### src/rtl/ps2_keycode_receiver.sv
// PS/2 device-to-host receiver: synchronises and filters the pins, deframes 11-bit frames
// and presents the last two scan-code bytes as {previous, latest}.
module ps2_keycode_receiver #(
  parameter int unsigned FILTER_LEN     = 4,
  parameter int unsigned TIMEOUT_CYCLES = 100_000
) (
  input  logic        clk,
  input  logic        rst,
  input  logic        ps2_clk,
  input  logic        ps2_data,
  output logic [15:0] keycode,
  output logic        keycode_valid,
  output logic        frame_err
);

  localparam int unsigned FW = (FILTER_LEN < 2) ? 1 : $clog2(FILTER_LEN + 1);
  localparam int unsigned TW = $clog2(TIMEOUT_CYCLES) + 1;
  localparam logic [FW-1:0] F_LAST = FW'(FILTER_LEN - 1);
  localparam logic [TW-1:0] T_LAST = TW'(TIMEOUT_CYCLES - 1);

  typedef enum logic [1:0] {IDLE, DATA, PARITY, STOP} state_t;

  logic          clk_s1, clk_s2, data_s1, data_s2;
  logic          filt, filt_prev;
  logic [FW-1:0] fcnt;
  logic          fall;

  state_t        state, state_n;
  logic [7:0]    shift, shift_n;
  logic [2:0]    bitcnt, bitcnt_n;
  logic          par, par_n;
  logic [TW-1:0] tcnt, tcnt_n;
  logic [15:0]   keycode_n;
  logic          valid_n, err_n;

  always_ff @(posedge clk or negedge rst) begin
    if (!rst) begin
      clk_s1    <= 1'b1;
      clk_s2    <= 1'b1;
      data_s1   <= 1'b1;
      data_s2   <= 1'b1;
      filt      <= 1'b1;
      filt_prev <= 1'b1;
      fcnt      <= '0;
    end else begin
      clk_s1    <= ps2_clk;
      clk_s2    <= clk_s1;
      data_s1   <= ps2_data;
      data_s2   <= data_s1;
      filt_prev <= filt;
      if (clk_s2 == filt) begin
        fcnt <= '0;
      end else if (fcnt == F_LAST) begin
        filt <= ~filt;
        fcnt <= '0;
      end else begin
        fcnt <= fcnt + 1'b1;
      end
    end
  end

  assign fall = filt_prev & ~filt;

  always_ff @(posedge clk or negedge rst) begin
    if (!rst) begin
      state         <= IDLE;
      shift         <= '0;
      bitcnt        <= '0;
      par           <= 1'b0;
      tcnt          <= '0;
      keycode       <= '0;
      keycode_valid <= 1'b0;
      frame_err     <= 1'b0;
    end else begin
      state         <= state_n;
      shift         <= shift_n;
      bitcnt        <= bitcnt_n;
      par           <= par_n;
      tcnt          <= tcnt_n;
      keycode       <= keycode_n;
      keycode_valid <= valid_n;
      frame_err     <= err_n;
    end
  end

  always_comb begin
    state_n   = state;
    shift_n   = shift;
    bitcnt_n  = bitcnt;
    par_n     = par;
    tcnt_n    = tcnt;
    keycode_n = keycode;
    valid_n   = 1'b0;
    err_n     = 1'b0;
    if (state == IDLE) begin
      tcnt_n = '0;
      if (fall && !data_s2) begin
        shift_n  = '0;
        bitcnt_n = '0;
        state_n  = DATA;
      end
    end else if (fall) begin
      // An edge event outranks a coinciding timeout and restarts the stall counter.
      tcnt_n = '0;
      case (state)
        DATA: begin
          shift_n  = {data_s2, shift[7:1]};
          bitcnt_n = bitcnt + 1'b1;
          if (bitcnt == 3'd7) state_n = PARITY;
        end
        PARITY: begin
          par_n   = data_s2;
          state_n = STOP;
        end
        default: begin
          state_n = IDLE;
          if (((^shift) ^ par) && data_s2) begin
            keycode_n = {keycode[7:0], shift};
            valid_n   = 1'b1;
          end else begin
            err_n = 1'b1;
          end
        end
      endcase
    end else if (tcnt == T_LAST) begin
      state_n = IDLE;
      tcnt_n  = '0;
      err_n   = 1'b1;
    end else if (tcnt != '1) begin
      tcnt_n = tcnt + 1'b1;
    end
  end

endmodule
### config.mk
export PLATFORM = sky130hd
export DESIGN_NAME = ps2_keycode_receiver
export DESIGN_NICKNAME = d
export VERILOG_FILES = /design/src/rtl/ps2_keycode_receiver.sv
export SDC_FILE = /design/constraint.sdc
export NUM_CORES = 1
export LEC_CHECK = 0
export CAP_MARGIN = 5
export CORE_MARGIN = 4
export CORE_UTILIZATION = 30
export DETAILED_ROUTE_END_ITERATION = 12
export GPL_TIMING_DRIVEN = 0
export SLEW_MARGIN = 20
export SYNTH_ARGS = -nofsm -noshare
export SYNTH_HDL_FRONTEND = slang
export SYNTH_SLANG_ARGS = --single-unit
### constraint.sdc
create_clock -name clk -period 3.74 [get_ports clk]
set_input_delay 0.935 -clock clk [delete_from_list [all_inputs] [get_ports clk]]
set_output_delay 0.935 -clock clk [all_outputs]
set_load 0.02 [all_outputs]
# Word level (Yosys, flattened, before mapping)
# Index checks and enable logic that the tools add are counted.
[word_totals]
output_inout_bits = 18
in_bits = 4
ff_bits = 59
word_cells = 77
[op_classes]
n_eq_ne = 9
reduce_logical = 15
mux = 29
n_bitwise = 6
n_addsub = 3
[op_table]
columns = ["cell", "count"]
rows = [
  ["$mux 18", 4],
  ["$mux 8", 4],
  ["$add 18x1->18 const B", 1],
  ["$eq 18x17->1 const B", 1],
  ["$mux 3", 6],
  ["$ne 18x18->1 const B", 1],
  ["$mux 2", 5],
  ["$mux 1", 9],
  ["$reduce_and 3->1", 3],
  ["$reduce_xor 8->1", 1],
  ["$add 3x1->3 const B", 2],
  ["$ne 4x4->1 const B", 1],
  ["$not 1->1", 4],
  ["$pmux 2 s2", 1],
  ["$reduce_and 4->1", 1],
  ["$reduce_bool 2->1", 2],
  ["$reduce_bool 4->1", 1],
  ["$eq 3x2->1 const B", 1],
  ["$eq 3x3->1 const B", 1],
  ["$reduce_bool 3->1", 1],
  ["$eq 2x1->1 const B", 1],
  ["$eq 2x2->1 const B", 1],
  ["$logic_and 1x1->1", 2],
  ["$logic_not 2->1", 1],
  ["other kinds (7)", 7],
]

# Longest topological paths before layout
# Gate-level depths: netlist (run 1).
[logic_depth]
ltp_word = 7
ltp_mapped = 8

# Worst setup path before layout (run 1)
# No wires, ideal clock.
[synth_timing]
path_type = "reg-to-reg"
start = "register state[0]"
end = "register tcnt[10]"
path_slack_ps = 1747
path_buffers = 1
t_arrival_ps = 1846
required_ps = 3593
stages_incl_launch_ff = 8
cell_sequence = "dfrtp_1 > inv_1 > ha_1 > clkbuf_1 > nor3_1 > a311oi_1 > a31oi_1 > a211oi_1"
[synth_via]
elab_chain_len = 2
elab_cells_between_ends = 3
cone_classes = "mux: 1; reduce/logical: 2"
[synth_lines]
columns = ["item", "line_no", "source"]
rows = [
  ["start: declaration", "28", "state_t state, state_n;"],
  ["start signal: assignment", "75", "state <= state_n;"],
  ["$logic_not 2->1 *", "95", "if (state == IDLE) begin"],
  ["$reduce_bool 4->1 (no source line) or $mux 18 (tied branches)", "--", ""],
  ["end signal: assignment", "79", "tcnt <= tcnt_n;"],
  ["end: declaration", "32", "logic [TW-1:0] tcnt, tcnt_n;"],
]
# Mark *: on every way between the ends. The rest lies on a longest branch, timed or not.
# A chain may end at the register's enable or synchronous reset.

# Worst setup path in the final report (run 1)
[layout_timing]
start = "register state[0]"
end = "register tcnt[2]"
# Same word-level chain as after synthesis.

==> impl_metrics.json, run 1 <==
{
  "synth_nets": 242,
  "h-tree-depth": 3,
  "start_util_pct": 31.19,
  "sw_frac_of_total_pct": 30.44,
  "synthToLayoutAreaGrowth_pct": 21.03,
  "reg2reg_from": "state[0]$_DFFE_PN0P_",
  "grt_pass1_vias": 1905,
  "grt_use_met3_pct": 3.973,
  "cts.sinks": 59,
  "grt_use_total_pct": 10.54,
  "cp-end-kind": "register",
  "fin_crit_sh_pct": 67.18,
  "critPathArrivalTime_ns": 2.79,
  "antenna_cells": 0,
  "cp_max_fo": 10,
  "yosysUniqueCellTypes": 45,
  "mostFrequentLayoutCells": "dfrtp_1, clkdlybuf4s50_1, nand2_1",
  "ant_nets": 0,
  "crit_start": "state[0]$_DFFE_PN0P_",
  "syn_area_um2": 2760,
  "preCtsSetupSlack_ns": 1.252,
  "final_common_cell": "dfrtp_1",
  "io_buffers": 21,
  "rsz0062_at_grt": "no",
  "grt_busiest_layer": "met2",
  "p_clk_share_pct": 35.9,
  "multi_input_area_um2": 1221,
  "routabilityCongestion": 0.8184,
  "setup.worst_path.class": "reg -> reg",
  "grt_pass1_wl_um": 9356,
  "met2_usage_pct": 15.27,
  "wire_per_inst_um": 13.85,
  "synth_warnings": 0,
  "p_sw_mw": 0.5455,
  "hp-start": "clk_s1$_DFF_PN1_",
  "slew_violations": 0,
  "worstPathRequired_ns": 4.02,
  "hold_viol": 0,
  "status": "completed",
  "yosysSeqAreaShare_pct": 53.76,
  "synthCells": 230,
  "vias": 1878,
  "cts-hold-fix-buffers": 0,
  "fp.dieW_um": 103.9,
  "routed_wirelength_um": 5206,
  "cts_root_buf": "clkbuf_8",
  "core-area_um2": 8848,
  "worst_clock_skew_ns": 0.01367,
  "cts.clk_slew.worst_paths_ns": 0.07,
  "drive_gt1_share_pct": 17.91,
  "synth_seq_cells": 59,
  "setup_violations": 0,
  "p_per_area_nw_per_um2": 536.4,
  "first_pass_iters": 5,
  "p_int_mw": 1.246,
  "ioPinCount": 22,
  "antenna_found_initial": 0,
  "drtIter0Drc": 92,
  "drcViolationCount": 0,
  "ff_latch_area_um2": 1484,
  "fmax_mhz": 398.0,
  "synth-edff-count": 0,
  "viasPerCell": 4.995,
  "clk_latency_ns": 0.34,
  "postSynthAreaPerCell_um2": 12.00,
  "tns_ns": 0,
  "grtUsageMet1_pct": 14.36,
  "n_fill_cell": 842,
  "numCtsBuffers": 9,
  "p_leak_nw": 1.447,
  "ys.flop_type": "dfrtp_1",
  "die_y_um": 103.9,
  "cts_setup_buffers": 0,
  "rows": 34,
  "overflow": 0,
  "setup_slack_ns": 1.227,
  "relSlewSlack_pct": 29.04,
  "cts_resized": 0,
  "comb_power_share_pct": 21.6,
  "start_kind": "register",
  "async_reset_ff_share_pct": 100.0,
  "cts_tree": "done",
  "fin_nets": 275,
  "dp_hpwl_um": 3518,
  "fin_crit_ns": 2.513,
  "maxCapViolations": 0,
  "worstMarginPinSlew_ns": 1.056,
  "grt_max_degree": 32,
  "ir_worst_vdd_mv": 0.2465,
  "pwr-share-seq_pct": 42.4,
  "worstHoldPathType": "reg -> reg",
  "clockBufferDepth": 2,
  "dieArea_um2": 10800
}
-- cell type report --
cell class / instances / share of cell area, %
buffer: 7 / 1.086
clock buffer: 10 / 3.820
clock inverter: 6 / 2.697
inverter: 5 / 0.5618
multi-input combinational: 159 / 36.55
sequential: 59 / 44.42
tap: 108 / 4.045
timing repair buffer: 22 / 6.816
-- layer usage --
layer,wire (um),vias to the layer above
li1,-,909
met1,2539,924
met2,2364,35
met3,213,10
met4,88,0
met5,0,-
-- cell usage after synthesis, drive strengths merged, types with 2 or more instances --
cell / count / share of area, %
a21oi: 3 / 0.54
a22o: 9 / 2.9
a311oi: 5 / 1.6
a31oi: 4 / 0.91
and2: 2 / 0.45
and3: 3 / 0.68
buf: 3 / 0.77
clkbuf: 4 / 0.54
dfrtp: 53 / 48
dfstp: 6 / 5.7
ha: 8 / 3.6
inv: 5 / 0.68
mux2: 17 / 8.3
nand2: 15 / 2.0
nand2b: 3 / 0.68
nand3: 8 / 1.9
nand3b: 2 / 0.54
nand4: 5 / 1.1
nor2: 13 / 1.8
nor2b: 3 / 0.68
nor3: 7 / 1.5
nor4: 2 / 0.45
o211ai: 2 / 0.54
o21a: 2 / 0.54
o21ai: 13 / 2.4
or2: 2 / 0.45
or3: 3 / 0.68
xnor2: 11 / 3.5
xnor3: 2 / 1.6
xor2: 5 / 1.6
-- critical path, stage by stage, from the launching register on --
cell	delay [ns]
dfrtp_1	0.37
inv_1	0.10
ha_1	0.21
clkbuf_1	0.18
nor3_1	0.88
nand3_1	0.31
a31oi_1	0.27
o21a_1	0.15
-- final timing paths --
check,endpoint,depth (start not counted),slack (ns)
max,tcnt[2]$_DFFE_PN0P_,7,1.23
min,clk_s2$_DFF_PN1_,0,0.36
max reg2reg,tcnt[2]$_DFFE_PN0P_,7,1.23
min reg2reg,clk_s2$_DFF_PN1_,0,0.36
max in group asynchronous,filt$_DFFE_PN1P_,2,2.67
min in group asynchronous,keycode[13]$_DFFE_PN0P_,1,0.51
-- kinds of logic after synthesis --
kind of cell	after synthesis	share of synthesized area [%]
simple gates	72	14.14
fa+ha+maj	8	3.627
flops	59	53.76
mux	18	8.794
buf+inv	12	1.994
xor+xnor	18	6.709
compound gates	43	10.97
-- power groups by stage --
stage	Sequential [mW]	Combinational [mW]	Clock, mW
after floorplan	0.764	0.287	0
after global placement	0.769	0.384	0
after detailed placement	0.772	0.391	0
after CTS	0.760	0.394	0.665
after global routing	0.770	0.447	0.697
final	0.760	0.388	0.644
-- stage by stage --
step           power, mW  util [%]  instances  hold WS (ns)  cell area (um^2)
3_5_place_dp       1.163     35.29        360        0.3485              3123
4_1_cts            1.819     37.75        376        0.3592              3341
6_report           1.792     37.75        376        0.3571              3341
2_1_floorplan      1.051         -        230        0.3452              2760
3_3_place_gp       1.153     35.10        359        0.3480              3105
5_1_grt            1.914     37.75        376        0.3599              3341
-- state kept, by name (all words and copies together) (netlist names) --
name,flops
bitcnt,3
clk_s1,1
clk_s2,1
data_s1,1
data_s2,1
fcnt,3
filt,1
filt_prev,1
frame_err,1
keycode,16
keycode_valid,1
par,1
shift,8
state,2
tcnt,18
No activity file was read; power rests on OpenSTA's default activity.
==> run 2: changes to the inputs <==
- clock period: 3.74 -> 2.05 ns (I/O delays scaled with it)
==> impl_metrics.json, run 2 (synthesis gave the netlist of run 1 again) <==
{
  "rr_endpoint": "keycode[14]$_DFFE_PN0P_",
  "viasPerCell": 4.915,
  "reg2reg_from": "shift[1]$_DFFE_PN0P_",
  "dp_hpwl_um": 3518,
  "antenna_cells": 0,
  "maxCapViolations": 0,
  "numCtsBuffers": 9,
  "fmax_mhz": 501.4,
  "worstHoldPathType": "in -> async",
  "hold_viol": 0,
  "cts.clk_slew.worst_paths_ns": 0.07,
  "vias": 1907,
  "n_fill_cell": 828,
  "start_kind": "register",
  "critPathArrivalTime_ns": 2.22,
  "worst-r2r-setup-slack_ns": 0.06,
  "antenna_found_initial": 0,
  "mostFrequentLayoutCells": "dfrtp_1, clkdlybuf4s50_1, nand2_1",
  "drcViolationCount": 0,
  "setup_violations": 0,
  "rows": 34,
  "worstMarginPinSlew_ns": 0.4586,
  "grt_pass1_vias": 1907,
  "setup.worst_path.class": "reg -> reg",
  "ff2ff_path_depth": 6,
  "drive_gt1_share_pct": 26.07,
  "worst_clock_skew_ns": 0.01386,
  "cts_tree": "done",
  "whs_ns": 0.08992,
  "fin_crit_ns": 1.994,
  "grt_max_degree": 32,
  "largest_register_ffs": 18,
  "cp_max_fo": 10,
  "ff_latch_area_um2": 1486,
  "ioPinCount": 22,
  "first_pass_iters": 4,
  "status": "completed",
  "start_util_pct": 31.19,
  "worstPathRequired_ns": 2.28,
  "overflow": 0,
  "cp-end-kind": "register",
  "die_y_um": 103.9,
  "top_regs": "tcnt: 18 flops, keycode: 16 flops, shift: 8 flops",
  "largest-register": "tcnt",
  "wire_per_inst_um": 14.33,
  "grt_use_total_pct": 10.68,
  "io_buffers": 21,
  "relSlewSlack_pct": 69.33,
  "clockBufferDepth": 2,
  "routed_wirelength_um": 5561,
  "fin_crit_sh_pct": 97.29,
  "h-tree-depth": 3,
  "cts_root_buf": "clkbuf_8",
  "final_common_cell": "dfrtp_1",
  "final_cells": 388,
  "dp_cells": 360,
  "routabilityCongestion": 0.8184,
  "multi_input_area_um2": 1308,
  "ant_nets": 0,
  "cts.sinks": 59,
  "p_leak_nw": 1.560,
  "clk_latency_ns": 0.34,
  "slew_violations": 0,
  "ir_worst_vdd_mv": 0.4467,
  "cts-hold-fix-buffers": 0,
  "dieArea_um2": 10800,
  "p_per_area_nw_per_um2": 957.6,
  "rsz0062_at_grt": "yes",
  "grt_pass1_wl_um": 9459,
  "synthToLayoutAreaGrowth_pct": 28.29,
  "fin_nets": 287,
  "fp.dieW_um": 103.9,
  "drtIter0Drc": 106,
  "core-area_um2": 8848
}
run 2: cell types whose count changed in the layout (fill, tap and decap cells not counted), moves of 2 or more:
cell and delta:
nor4_1 -2, dfrtp_1 -2, nor3_4 +2, nor4_4 +2
buf_2 -2, dfrtp_2 +2, buf_4 +13
run 2: critical path, cell delays in order (launching register included):
cell     delay (ns)
dfrtp_1        0.42
xnor2_1        0.14
xnor3_1        0.43
mux2i_4        0.28
nand3_4        0.13
buf_12         0.18
mux2_4         0.29
run 2: per-stage QoR:
stage               total power, mW  setup TNS, ns  worst slack [ns]  instance area [um^2]  utilization, %
finish                        3.391              0           0.05550                  3541           40.02
global route                  3.609        -0.2341          -0.03379                  3541           40.02
floorplan                     1.918              0           0.05724                  2760               -
global placement              2.103         -85.38            -1.428                  3105           35.10
detailed placement            2.122         -5.617           -0.4376                  3123           35.29
CTS                           3.357              0          0.002077                  3413           38.57
run 2: per-layer routing:
layer	wire length, um	track usage, %	vias up
met2	2596	15.27	32
met3	204	3.973	6
met1	2685	14.77	941
li1	-	-	928
met5	0	0	-
met4	74	3.799	0
run 2: worst max path at each step:
stage	to	slack [ns]	startpoint	depth (start not counted)
after CTS	keycode[14]$_DFFE_PN0P_	0.002	shift[7]$_DFFE_PN0P_	6
after global routing	tcnt[2]$_DFFE_PN0P_	-0.03	tcnt[13]$_DFFE_PN0P_	6
final	keycode[14]$_DFFE_PN0P_	0.06	shift[1]$_DFFE_PN0P_	6
after floorplan	tcnt[10]$_DFFE_PN0P_	0.06	state[0]$_DFFE_PN0P_	7
after global placement	keycode[9]$_DFFE_PN0P_	-1.43	rst	1
after detailed placement	tcnt[2]$_DFFE_PN0P_	-0.44	state[0]$_DFFE_PN0P_	7
run 2: cell type report:
class	instances	area share, %
inverters	5	0.5300
plain buffers	6	1.413
clock buffers	10	3.604
clock inverters	6	2.544
flip-flops and latches	59	41.98
multi-input cells	159	36.93
well taps	108	3.816
repair buffers	35	9.187
run 2: what timing repair did:
item	CTS	global route
pin swaps	3	2
endpoints found under the setup margin	29	43
buffers inserted	4	9
gates resized for setup	9	14
endpoints found under the hold margin	0	0
run 2: where the power goes:
| group | total [mW] | switching (mW) | leakage [nW] | internal, mW |
|---|---|---|---|---|
| combinational | 0.829 | 0.462 | 0.660 | 0.367 |
| clock | 1.18 | 0.489 | 0.106 | 0.686 |
| sequential | 1.39 | 0.0919 | 0.794 | 1.29 |
==> run 3: changes to the inputs <==
- HOLD_SLACK_MARGIN: not set -> 0.15
==> impl_metrics.json, run 3 (synthesis gave the netlist of run 1 again) <==
{
  "status": "completed",
  "relSlewSlack_pct": 69.33,
  "largest_register_ffs": 18,
  "p_per_area_nw_per_um2": 955.2,
  "drcViolationCount": 0,
  "io_buffers": 21,
  "antenna_cells": 0,
  "n_fill_cell": 829,
  "worstMarginPinSlew_ns": 0.4586,
  "setup.worst_path.class": "reg -> reg",
  "fmax_mhz": 501.5,
  "die_y_um": 103.9,
  "core-area_um2": 8848,
  "hold_viol": 0,
  "p_leak_nw": 1.565,
  "clockBufferDepth": 2,
  "grt_max_degree": 32,
  "ioPinCount": 22,
  "ir_worst_vdd_mv": 0.4467,
  "rows": 34,
  "ant_nets": 0,
  "fin_nets": 288,
  "total_power_mw": 3.392,
  "fp.dieW_um": 103.9,
  "final_cells": 389,
  "cts.sinks": 59,
  "cp_max_fo": 10,
  "grt_pass1_wl_um": 9459,
  "top_regs": "tcnt: 18 flops, keycode: 16 flops, shift: 8 flops",
  "fin_crit_sh_pct": 97.27,
  "fin_crit_ns": 1.994,
  "rsz0062_at_grt": "yes",
  "routabilityCongestion": 0.8184,
  "routed_wirelength_um": 5562,
  "h-tree-depth": 3,
  "start_util_pct": 31.19,
  "wire_per_inst_um": 14.30,
  "cts.clk_slew.worst_paths_ns": 0.07,
  "viasPerCell": 4.913,
  "dieArea_um2": 10800,
  "dp_cells": 360,
  "numCtsBuffers": 9,
  "worst_clock_skew_ns": 0.01384,
  "largest-register": "tcnt",
  "antenna_found_initial": 0,
  "setup_violations": 0,
  "final_common_cell": "dfrtp_1",
  "synthToLayoutAreaGrowth_pct": 28.65,
  "worstHoldPathType": "reg -> reg",
  "cp-end-kind": "register",
  "mostFrequentLayoutCells": "dfrtp_1, clkdlybuf4s50_1, nand2_1",
  "grt_use_total_pct": 10.68,
  "clk_latency_ns": 0.34,
  "start_kind": "register",
  "cts_root_buf": "clkbuf_8",
  "overflow": 0,
  "critPathArrivalTime_ns": 2.22,
  "maxCapViolations": 0,
  "first_pass_iters": 4,
  "vias": 1911,
  "cts_tree": "done",
  "dp_hpwl_um": 3518,
  "worst-r2r-setup-slack_ns": 0.06,
  "drive_gt1_share_pct": 25.98,
  "grt_pass1_vias": 1908,
  "slew_violations": 0,
  "drtIter0Drc": 84,
  "worstPathRequired_ns": 2.28
}
==> run 3: changes by cell type in the layout (fill, tap and decap cells not counted) <==
cell,change
dlygate4sd3_1,+1
==> run 3: worst max-delay path: stages (launching register included) <==
cell	delay, ns
dfrtp_1	0.42
xnor2_1	0.14
xnor3_1	0.43
mux2i_4	0.28
nand3_4	0.13
buf_12	0.18
mux2_4	0.29
==> run 3: path summary, 6_finish.rpt <==
check | startpoint | end | depth (start not counted)
worst max register to register | shift[1]$_DFFE_PN0P_ | keycode[14]$_DFFE_PN0P_ | 6
max in group asynchronous | rst | filt$_DFFE_PN1P_ | 3
worst max-delay path | shift[1]$_DFFE_PN0P_ | keycode[14]$_DFFE_PN0P_ | 6
min in group asynchronous | rst | keycode[13]$_DFFE_PN0P_ | 2
worst min-delay path | clk_s1$_DFF_PN1_ | clk_s2$_DFF_PN1_ | 0
worst min register to register | clk_s1$_DFF_PN1_ | clk_s2$_DFF_PN1_ | 0
==> run 3: layer usage <==
layer | GRT usage, % | up-vias | part of all wire (%)
li1 | - | 930 | -
met1 | 14.77 | 947 | 49
met2 | 15.27 | 28 | 47
met3 | 3.973 | 6 | 3.5
met4 | 3.799 | 0 | 1.3
met5 | 0 | - | 0
==> run 3: layout make-up <==
cell class	instances	area, um^2	share of cell area, %
multi-input combinational	159	1308	36.82
clock buffer	10	127.6	3.594
sequential	59	1486	41.86
buffer	6	50.05	1.409
clock inverter	6	90.09	2.537
timing repair buffer	36	335.3	9.443
inverter	5	18.77	0.5285
tap	108	135.1	3.806
==> run 3: stage by stage <==
| step | utilization, % | cell area, um^2 | hold WS, ns | setup TNS (ns) | setup WS [ns] |
|---|---|---|---|---|---|
| floorplan | - | 2760 | 0.2169 | 0 | 0.05724 |
| global placement | 35.10 | 3105 | 0.3480 | -85.38 | -1.428 |
| detailed placement | 35.29 | 3123 | 0.3485 | -5.617 | -0.4376 |
| CTS | 38.69 | 3423 | 0.3592 | 0 | 0.002077 |
| global route | 40.13 | 3551 | 0.3599 | -0.2341 | -0.03379 |
| finish | 40.13 | 3551 | 0.3571 | 0 | 0.05603 |
==> run 3: power by group <==
group / total, mW / switching [mW] / internal, mW
Combinational: 0.831 / 0.462 / 0.368
Sequential: 1.39 / 0.0917 / 1.29
Clock: 1.18 / 0.489 / 0.686
Total: 3.39 / 1.04 / 2.35
==> run 3: timing repair <==
item | CTS | global route
gates resized for setup | 9 | 14
pin swaps | 3 | 2
hold buffers | 1 | 0
buffers inserted | 4 | 9
setup endpoints to repair | 29 | 43
endpoints found under the hold margin | 28 | 0
